--- src/rtl/uart_transmitter.sv ---
// 8N1 UART transmitter: ready/valid byte in, LSB-first serial frame out.
// Line idles high and is driven straight from a flop.
module uart_transmitter #(
  parameter int CLOCK_FREQ = 50_000_000,
  parameter int BAUD_RATE  = 115_200
) (
  input  logic       clk,
  input  logic       rst,
  input  logic [7:0] data_in,
  input  logic       data_in_valid,
  output logic       data_in_ready,
  output logic       serial_out
);

  localparam int SYMBOL_EDGE_TIME    = CLOCK_FREQ / BAUD_RATE;
  localparam int CLOCK_COUNTER_WIDTH = $clog2(SYMBOL_EDGE_TIME);
  localparam logic [CLOCK_COUNTER_WIDTH-1:0] TIMER_MAX =
    CLOCK_COUNTER_WIDTH'(SYMBOL_EDGE_TIME - 1);

  if (SYMBOL_EDGE_TIME < 2) begin : g_bad_rate
    $error("uart_transmitter: SYMBOL_EDGE_TIME must be >= 2");
  end

  typedef enum logic [1:0] {
    IDLE,
    START,
    DATA,
    STOP
  } state_t;

  state_t                         state_q, state_d;
  logic [CLOCK_COUNTER_WIDTH-1:0] timer_q, timer_d;
  logic [2:0]                     idx_q, idx_d;
  logic [7:0]                     shift_q, shift_d;
  logic                           tx_q, tx_d;
  logic                           wrap;
  logic [2:0]                     idx_nxt;

  assign wrap          = (timer_q == TIMER_MAX);
  assign idx_nxt       = idx_q + 3'd1;
  assign data_in_ready = (state_q == IDLE);
  assign serial_out    = tx_q;

  always_ff @(posedge clk) begin
    if (rst) begin
      state_q <= IDLE;
      timer_q <= '0;
      idx_q   <= '0;
      shift_q <= '0;
      tx_q    <= 1'b1;
    end else begin
      state_q <= state_d;
      timer_q <= timer_d;
      idx_q   <= idx_d;
      shift_q <= shift_d;
      tx_q    <= tx_d;
    end
  end

  // Line level is only updated on state entry or timer wrap.
  always_comb begin
    state_d = state_q;
    timer_d = timer_q + 1'b1;
    idx_d   = idx_q;
    shift_d = shift_q;
    tx_d    = tx_q;
    unique case (state_q)
      IDLE: begin
        timer_d = '0;
        tx_d    = 1'b1;
        if (data_in_valid) begin
          state_d = START;
          shift_d = data_in;
          tx_d    = 1'b0;
        end
      end
      START: begin
        if (wrap) begin
          state_d = DATA;
          timer_d = '0;
          idx_d   = '0;
          tx_d    = shift_q[0];
        end
      end
      DATA: begin
        if (wrap) begin
          timer_d = '0;
          if (idx_q == 3'd7) begin
            state_d = STOP;
            tx_d    = 1'b1;
          end else begin
            idx_d = idx_nxt;
            tx_d  = shift_q[idx_nxt];
          end
        end
      end
      STOP: begin
        if (wrap) begin
          state_d = IDLE;
          timer_d = '0;
        end
      end
      default: begin
        state_d = IDLE;
        timer_d = '0;
        tx_d    = 1'b1;
      end
    endcase
  end

endmodule

--- config.mk ---
export PLATFORM = sky130hd
export DESIGN_NAME = uart_transmitter
export DESIGN_NICKNAME = d
export VERILOG_FILES = /design/src/rtl/uart_transmitter.sv
export SDC_FILE = /design/constraint.sdc
export NUM_CORES = 1
export LEC_CHECK = 0
export BUFFER_PORTS_ARGS = -buffer_cell sky130_fd_sc_hd__buf_4
export CAP_MARGIN = 20
export CORE_MARGIN = 10
export CORE_UTILIZATION = 44
export DETAILED_ROUTE_END_ITERATION = 8
export PLACE_DENSITY = 0.61
export SKIP_CTS_REPAIR_TIMING = 1
export SLEW_MARGIN = 20
export SYNTH_ARGS = -nofsm -noshare
export SYNTH_HDL_FRONTEND = slang
export SYNTH_SLANG_ARGS = --single-unit
--- constraint.sdc ---
create_clock -name clk -period 3.7 [get_ports clk]
set_input_delay 0.555 -clock clk [delete_from_list [all_inputs] [get_ports clk]]
set_output_delay 0.555 -clock clk [all_outputs]
set_load 0.01 [all_outputs]
Yosys cells after proc, flatten, opt, wreduce, memory -nomap -nowiden --
Index checks and enable logic that the tools add are counted.
Word-level totals: logic and storage cells 46, input bits 11, register bits after elaboration 23
Cells by class: order comparisons 1, equal/unequal tests 11, add/subtract/negate cells 2, multiplexer cells 19, reduce and logical (&&, ||, !) cells 8
Operators with widths (count):
- $pmux W9 S2 | 1
- $ne A2 B2 Y1 const B | 6
- $mux W2 | 5
- $add A9 B1 Y9 const B | 1
- $eq A9 B9 Y1 const B | 1
- $mux W3 | 3
- $mux W9 | 1
- $pmux W2 S4 | 1
- $pmux W3 S2 | 1
- $mux W1 | 5
- $reduce_and A5 Y1 | 1
- $eq A2 B2 Y1 const B | 2
- $lt A3 B4 Y1 const B | 1
- $reduce_and A4 Y1 | 1
- $add A3 B1 Y3 const B | 1
- $bmux W1 S3 | 1
- $eq A3 B3 Y1 const B | 1
- $pmux W1 S3 | 1
- $reduce_and A3 Y1 | 1
- $reduce_bool A3 Y1 | 1
- $reduce_or A3 Y1 | 1
- $eq A2 B1 Y1 const B | 1
- $logic_not A2 Y1 | 1
- $reduce_and A2 Y1 | 1
- $reduce_bool A2 Y1 | 1

Depth between registers and ports, before layout --
Gate-level depths: netlist of the first run.
depth after elaboration 6, mapped depth 7, mapped depth without buffers 6

Worst setup path before layout of the first run --
Ideal clock, no wire load.
path kind reg-to-reg, start register idx_q[0], end register tx_q (netlist: serial_out), path slack 1780 ps, setup time 131 ps, buffers on the path 0, period minus slack after synthesis 1920 ps, data required time 3569 ps, cell stages (with the launch flop) 7, data arrival time 1789 ps, cells stage by stage dfxtp_1 ha_1 ha_1 mux4_2 mux2_2 o21ai_1 o311ai_1
On the way: cells in the longest elaborated chain, start to end 6, elaborated cells between the ends (all ways) 7, classes of those cells add/sub: 1; eq/ne: 1; mux: 5
Ends and longest elaborated chain:
- start, declared | line 33 | logic [2:0] idx_q, idx_d;
- start signal, assigned | line 54 | idx_q <= idx_d;
- $add A3 B1 Y3 | line 40 | assign idx_nxt = idx_q + 3'd1;
- $bmux W1 S3 | line 93 | tx_d = shift_q[idx_nxt];
- $mux W1 (not written as such) | line 93
- $mux W1 * | line 88 | if (idx_q == 3'd7) begin
- $mux W1 * | line 86 | if (wrap) begin
- $pmux W1 S3 * | line 67 | unique case (state_q)
- end signal, assigned | line 56 | tx_q <= tx_d;
- end, declared | line 35 | logic tx_q, tx_d;
Every way passes the cells marked *; elsewhere a longest branch is shown, timed or not. The select of a mux whose other input is x is not followed. A chain may end at the register's enable or synchronous reset.

Worst setup path after layout of the first run --
Ends and elaborated chain as after synthesis.

==> results of run 1 <==
-- where the power goes --
group / internal (mW) / total (mW) / switching [mW] / leakage [nW]
logic: 0.109 / 0.259 / 0.150 / 0.311
registers: 0.282 / 0.306 / 0.0239 / 0.187
clock network: 0.0421 / 0.116 / 0.0744 / 0.0150
-- logic make-up (layout without fill, tap and decap cells) --
kind of cell,Yosys count,in the layout,share of synthesized area [%]
AO/OA/AOI/OAI,22,22,11.69
XOR/XNOR,7,7,5.355
adder cells (fa/ha/maj),8,8,8.744
buffers and inverters,9,21,3.060
flip-flops,23,23,40.22
multiplexers,5,5,6.666
AND/OR/NAND/NOR,56,56,24.27
-- registers in the layout, summed over array words and instances (netlist names) --
register,count
timer_q,9
shift_q,8
idx_q,3
state_q,2
serial_out,1
-- metal layers --
metal | up-vias | GRT usage (%)
met5 | - | 0
met4 | 0 | 5.161
met3 | 4 | 2.510
met2 | 17 | 13.45
met1 | 411 | 12.39
li1 | 472 | -
-- worst min-delay path, stage by stage (launching register included) --
cell     delay (ns)
dfxtp_1        0.33
nand2_1        0.05
a21oi_1        0.05
-- final cells by class --
type,count,area share [%]
flip-flops and latches,23,35.90
inverters,5,1.463
repair buffers,12,7.024
clock buffers,4,2.049
multi-input cells,98,50.63
well taps,30,2.927
-- metrics by stage --
stage,instances,instance area (µm²),hold slack [ns],worst slack (ns)
4_1_cts,172,1282,0.4650,1.626
3_3_place_gp,168,1256,0.4459,1.733
2_1_floorplan,130,1145,0.4271,1.780
5_1_grt,172,1282,0.4824,1.539
6_report,172,1282,0.4640,1.660
3_5_place_dp,168,1256,0.4474,1.651
-- cells in the final DEF (no fill, tap or decap), types with 3 or more instances in the layout --
master	n
and2_1	3
nor2_1	13
clkbuf_4	3
xor2_1	5
o21ai_0	3
a21oi_1	12
inv_1	5
ha_1	8
nand2_1	18
dfxtp_1	23
nand3_1	10
buf_4	12
-- final timing paths --
path	slack [ns]	depth (start not counted)	start	endpoint
setup / recovery	1.66	6	idx_q[0]	serial_out
hold / removal	0.46	2	shift_q[6]	shift_q[6]
hold reg to reg	0.46	2	shift_q[6]	shift_q[6]
setup reg to reg	1.66	6	idx_q[0]	serial_out
==> results_dict.tcl, run 1 <==
set metrics [dict create \
    status "finished clean" \
    syn_avg_cell_area_um2 8.807 \
    utilization_pct 51.77 \
    ys_seq_area_share_pct 40.22 \
    fin_crit_sh_pct 55.13 \
    wl_per_cell_um 12.98 \
    synth_edf_count 0 \
    power.leakage_nw 0.5137 \
    rsz0062_at_grt "no" \
    yosysTopAreaCell "dfxtp_1" \
    worstSetupPathType "reg2reg" \
    wl_met1_um 1180 \
    dr_wl_met3_um 83 \
    max_slew_margin_pct 66.78 \
    die_area_um2 5042 \
    firstDrtPassIters 4 \
    drv_cap 0 \
    syn_to_final_growth_pct 12.02 \
    required_ns 3.90 \
    synth_area_um2 1145 \
    layout.area.seq_um2 460.4 \
    ys_ff_latch 23 \
    grt_max_degree 15 \
    setup_viol 0 \
    ys_top_cells_by_area "dfxtp_1 40%, ha_1 8.7%, nand2_1 5.9%" \
    clock_skew_ns 0.005024 \
    cts_made_buffers 3 \
    grt_pass1_wl_um 3974 \
    rows 18 \
    synth.most_common_cell "dfxtp_1" \
    yosysWarnings 0 \
    syn_inst 130 \
    tightest_slew_ns 0.4983 \
    initialDrtViolationCount 34 \
    path_delay_family "multiplexers" \
    hold_path_class "reg2reg" \
    ys_types 33 \
    dr_wl_met2_um 915 \
    critical_path_buf_inv_count 0 \
    start_kind "register" \
    synth-main-ff-cell "dfxtp_1" \
    total_power_mw 0.6817 \
    grt_pass1_vias 887 \
    top_layer "met4" \
    fp.coreArea_um2 2477 \
    cp_cell_sequence "ha_1, ha_1, mux4_2, mux2_2, o21ai_1, o311ai_1" \
    ant_nets 0 \
    path_common_cell "ha_1" \
    drc 0 \
    timing_hold_violations_final 0 \
    clkSlewWorstSetupHoldPaths_ns 0.13 \
    fmax_mhz 490.3 \
    gp_congestion 0.7825 \
    tns_ns 0 \
    place.detailed.hpwl_um 1627 \
    cts-root-buf "clkbuf_4" \
    grt_usage_pct 9.406 \
    cp_max_fo 5 \
    clk_path_buf_depth 2 \
    die_h_um 71.01 \
    die_w_um 71.01 \
    nets 162 \
    critPathSlowestCell "mux4_2" \
    slew_viol_final 0 \
    cp-end-kind "register" \
    ios 13 \
    n_antenna_cell 0 \
    async_flop_share_pct 0 \
    num_vias 904 \
    cts_tree "built" \
    synth_nets 149 \
    ir_worst_vdd_mv 0.3781 \
    cts_sinks 23 \
    p_per_area_nw_per_um2 531.5 \
    clk-insertion-delay-late_ns 0.31 \
    synth.top_cell.area_share_pct 40.22 \
    globalRouteOverflowTotal 0 \
    synth_common_cells "23 x dfxtp_1, 18 x nand2_1, 13 x nor2_1, 12 x a21oi_1, 10 x nand3_1" \
    multiInputGateArea_um2 649.4 \
    antenna_found_initial 0 \
    min_period_ns 2.040 \
    htree_num_levels 1 \
    cpPeakStageDelay_ns 0.51 \
    cp.arrival_ns 2.24 \
    port_buffers 12 \
    via_per_inst 5.256 \
    fillCellCount 255 \
    start_util_pct 46.21 \
    wl_um 2232 \
    drive_gt1_share_pct 14.79 \
]
(Power assumes the default switching activity.)
==> run 2: changes to the inputs <==
- ABC_AREA: default -> 1
- PLACE_DENSITY: 0.61 -> 0.63
- clock period: 3.7 -> 1.7 ns (I/O delays scaled with it)
==> results_dict.tcl, run 2 <==
set metrics [dict create \
    ir_worst_vdd_mv 0.9181 \
    utilization_pct 53.27 \
    cp.arrival_ns 1.74 \
    fp.coreArea_um2 2522 \
    grt_max_degree 14 \
    ios 13 \
    largest_reg_flops 9 \
    power.leakage_nw 0.5751 \
    cp-end-kind "register" \
    min_period_ns 1.489 \
    ys_top_cells_by_area "dfxtp_1 39%, nand2_1 8.9%, nor2_1 8.9%" \
    drc 0 \
    synth-main-ff-cell "dfxtp_1" \
    globalRouteOverflowTotal 0 \
    clk_path_buf_depth 2 \
    post_dp_cell_area_um2 1313 \
    synth_common_cells "28 x nand2_1, 28 x nor2_1, 23 x dfxtp_1, 16 x inv_1, 11 x o21ai_0" \
    synth_area_um2 1179 \
    largest-register "timer_q" \
    cts_sinks 23 \
    post-route-cell-area_um2 1344 \
    place_inst 200 \
    yosysWarnings 0 \
    ant_nets 0 \
    p_per_area_nw_per_um2 1139 \
    syn_inst 158 \
    syn_avg_cell_area_um2 7.460 \
    die_h_um 71.76 \
    multiInputGateArea_um2 648.1 \
    die_w_um 71.76 \
    fmax_mhz 671.6 \
    synth.top_cell.area_share_pct 39.07 \
    start_util_pct 46.73 \
    wl_per_cell_um 11.58 \
    port_buffers 12 \
    hold_path_class "in2reg" \
    setup_viol 0 \
    fillCellCount 258 \
    tns_ns 0 \
    synth_edf_count 0 \
    cts-root-buf "clkbuf_4" \
    clkSlewWorstSetupHoldPaths_ns 0.13 \
    rsz0062_at_grt "no" \
    num_vias 997 \
    n_antenna_cell 0 \
    cp_max_fo 6 \
    tightest_slew_ns 0.3246 \
    status "finished clean" \
    wl_um 2363 \
    via_per_inst 4.887 \
    place.detailed.hpwl_um 1832 \
    grt_pass1_wl_um 4140 \
    htree_num_levels 1 \
    firstDrtPassIters 4 \
    slew_viol_final 0 \
    start_kind "register" \
    nets 194 \
    async_flop_share_pct 0 \
    grt_usage_pct 9.578 \
    die_area_um2 5149 \
    required_ns 1.95 \
    fin_crit_sh_pct 87.59 \
    ys_types 25 \
    cts_made_buffers 3 \
    ys_seq_area_share_pct 39.07 \
    syn_to_final_growth_pct 14.01 \
    instances_no_fill 204 \
    ys_ff_latch 23 \
    yosysTopAreaCell "dfxtp_1" \
    top_regs "timer_q x9, shift_q x8, idx_q x3" \
    worstSetupPathType "reg2reg" \
    drive_gt1_share_pct 17.82 \
    clock_skew_ns 0.002722 \
    timing_hold_violations_final 0 \
    synth_nets 177 \
    rows 18 \
    layout_common_cells "28 x nand2_1, 28 x nor2_1, 22 x dfxtp_1, 16 x inv_1, 14 x buf_4" \
    cts_tree "built" \
    antenna_found_initial 0 \
    drv_cap 0 \
    max_slew_margin_pct 78.34 \
    gp_congestion 0.7760 \
    layout.area.seq_um2 461.7 \
    clk-insertion-delay-late_ns 0.31 \
    initialDrtViolationCount 39 \
    grt_pass1_vias 921 \
]
## run 2: changes by cell type after synthesis, sizes merged, moves of 3 or more
cell	delta
nor2	+16
nand2	+13
inv	+12
o21ai	+7
nor3b	+4
xor2	-4
a21oi	-3
and2	-3
## run 2: final cells by class
type | instances | share of cell area, %
Inverter | 17 | 4.749
Sequential cell | 23 | 34.36
Multi-Input combinational cell | 116 | 48.23
Tap cell | 30 | 2.793
Clock buffer | 3 | 1.676
Timing Repair Buffer | 14 | 7.821
Clock inverter | 1 | 0.3724
## run 2: final timing paths
| check | from | to | slack, ns | cells after the start |
|---|---|---|---|---|
| min reg2reg | shift_q[1] | shift_q[1] | 0.50 | 2 |
| max reg2reg | idx_q[0] | idx_q[2] | 0.21 | 8 |
| max | idx_q[0] | idx_q[2] | 0.21 | 8 |
| min | rst | idx_q[1] | 0.11 | 2 |
## run 2: per-layer routing
layer | global-route usage [%] | vias to the layer above | wire length, µm
met5 | 0 | - | 0
met4 | 1.935 | 0 | 13
met3 | 3.444 | 2 | 65
met2 | 15.69 | 9 | 1122
met1 | 11.72 | 439 | 1162
li1 | - | 547 | -
## run 2: power by group
group	switching [mW]	internal, mW
Sequential	0.0647	0.635
Clock	0.172	0.0880
Combinational	0.330	0.241
## run 2: cell families after synthesis
| group | synth area share (%) |
|---|---|
| DFF | 39.07 |
| adders and majority gates | 8.493 |
| and+or+nand+nor | 34.29 |
| buffers and inverters | 6.156 |
| xor gates and xnor gates | 0.7432 |
| AOI/OAI and AO/OA | 11.25 |
## run 2: metrics by stage
stage | power [mW] | worst slack [ns] | hold WS, ns
after floorplan | 1.103 | 0.3292 | 0.3311
after global placement | 1.268 | 0.1712 | 0.4544
after detailed placement | 1.280 | 0.1958 | 0.4570
after CTS | 1.545 | 0.1604 | 0.1016
after global routing | 1.675 | 0.007471 | 0.09852
final | 1.531 | 0.2109 | 0.1125
## run 2: critical path, cell delays in order, from the launching register on
cell	delay (ns)
dfxtp_2	0.37
ha_1	0.20
ha_1	0.17
inv_1	0.07
nand2_1	0.08
o21ai_0	0.11
nand3_2	0.17
nand2_1	0.09
nor3b_1	0.17
==> run 3: changes to the inputs <==
- CORE_UTILIZATION: 44 -> 45
- PLACE_DENSITY: 0.63 -> 0.64
==> results_dict.tcl, run 3 (synthesis gave the netlist of run 2 again) <==
set metrics [dict create \
    hold_path_class "in2reg" \
    p_clk_share_pct 17.2 \
    slew_viol_final 0 \
    post_dp_cell_area_um2 1313 \
    rows 18 \
    timing_hold_violations_final 0 \
    ios 13 \
    grt_pass1_wl_um 3988 \
    setup_viol 0 \
    n_antenna_cell 0 \
    power_frac_comb_pct 37.2 \
    ant_nets 0 \
    grt_max_degree 15 \
    nets 194 \
    place.detailed.hpwl_um 1832 \
    layout_common_cells "28 x nand2_1, 28 x nor2_1, 22 x dfxtp_1, 16 x inv_1, 14 x buf_4" \
    cts-root-buf "clkbuf_4" \
    cp-end-kind "output pin" \
    reg2reg_to "idx_q[2]" \
    syn_to_final_growth_pct 14.22 \
    min_period_ns 1.545 \
    num_vias 1015 \
    drv_cap 0 \
    htree_num_levels 1 \
    max_slew_margin_pct 78.86 \
    grt_pass1_vias 964 \
    required_ns 1.44 \
    cts_sinks 23 \
    ff2ff_path_depth 8 \
    post-route-cell-area_um2 1346 \
    firstDrtPassIters 4 \
    grt_usage_pct 9.178 \
    wl_um 2341 \
    tns_ns 0 \
    crit-reg2reg-launch "idx_q[0]" \
    largest_reg_flops 9 \
    hold_ws_ns 0.1274 \
    place_inst 200 \
    ir_worst_vdd_mv 0.5370 \
    gp_congestion 0.7767 \
    antenna_found_initial 0 \
    clock_skew_ns 0.01513 \
    power_frac_seq_pct 45.6 \
    rsz0062_at_grt "no" \
    power.leakage_nw 0.5716 \
    fmax_mhz 647.1 \
    reg2reg_setup_slack_ns 0.16 \
    cp_max_fo 5 \
    clk_path_buf_depth 2 \
    cts_tree "built" \
    p_per_area_nw_per_um2 1142 \
    switchingPower_mw 0.5700 \
    cts_made_buffers 3 \
    hold_path.startpoint "rst" \
    die_w_um 71.18 \
    hold_end "idx_q[1]" \
    utilization_pct 54.34 \
    top_regs "timer_q x9, shift_q x8, idx_q x3" \
    total_power_mw 1.537 \
    start_kind "register" \
    globalRouteOverflowTotal 0 \
    tightest_slew_ns 0.3168 \
    largest-register "timer_q" \
    instances_no_fill 204 \
    via_per_inst 4.975 \
    status "finished clean" \
    intPower_mw 0.9669 \
    drive_gt1_share_pct 17.82 \
    fp.coreArea_um2 2477 \
    fin_crit_sh_pct 90.90 \
    clkSlewWorstSetupHoldPaths_ns 0.14 \
    hold_path_depth 2 \
    pre_cts_slack_ns 0.1340 \
    die_area_um2 5066 \
    worstSetupPathType "reg2out" \
    cp.arrival_ns 1.29 \
    initialDrtViolationCount 46 \
    die_h_um 71.18 \
    port_buffers 12 \
    p_sw_share_pct 37.09 \
    start_util_pct 47.58 \
    drc 0 \
    layout_setup_ws_ns 0.1547 \
    wl_per_cell_um 11.48 \
    clk-insertion-delay-late_ns 0.32 \
]
run 3: power by group through the flow:
stage | sequential (mW) | clock [mW] | combinational (mW)
6_report | 0.700 | 0.264 | 0.572
5_1_grt | 0.715 | 0.292 | 0.648
4_1_cts | 0.700 | 0.270 | 0.572
3_5_place_dp | 0.712 | 0 | 0.571
3_3_place_gp | 0.707 | 0 | 0.559
2_1_floorplan | 0.705 | 0 | 0.398
run 3: area by class of cell:
type	count	area, µm²
Clock buffer	3	22.52
Clock inverter	1	7.507
Fill cell	258	1131
Inverter	17	63.81
Multi-Input combinational cell	116	648.1
Sequential cell	23	461.7
Tap cell	30	37.54
Timing Repair Buffer	14	105.1
run 3: worst max-delay path, stage by stage, from the launching register on:
cell	delay [ns]
dfxtp_1	0.42
inv_1	0.09
ha_1	0.28
buf_4	0.18
run 3: worst max-delay path by stage:
stage	cells after the start	slack, ns	start	to
4_1_cts	8	0.10	idx_q[0]	idx_q[2]
3_3_place_gp	8	0.20	idx_q[0]	idx_q[1]
3_5_place_dp	8	0.13	idx_q[0]	idx_q[2]
5_1_grt	8	0.03	idx_q[0]	idx_q[2]
2_1_floorplan	7	0.33	state_q[0]	idx_q[1]
6_report	3	0.15	state_q[0]	data_in_ready
run 3: layer usage:
metal  vias to the layer above  global-route usage [%]  wire, µm
met5                         -                       0         0
met4                         0                   4.516        20
met3                         2                   2.092        73
met2                        12                   14.51      1096
met1                       459                   11.33      1151
li1                        542                       -         -
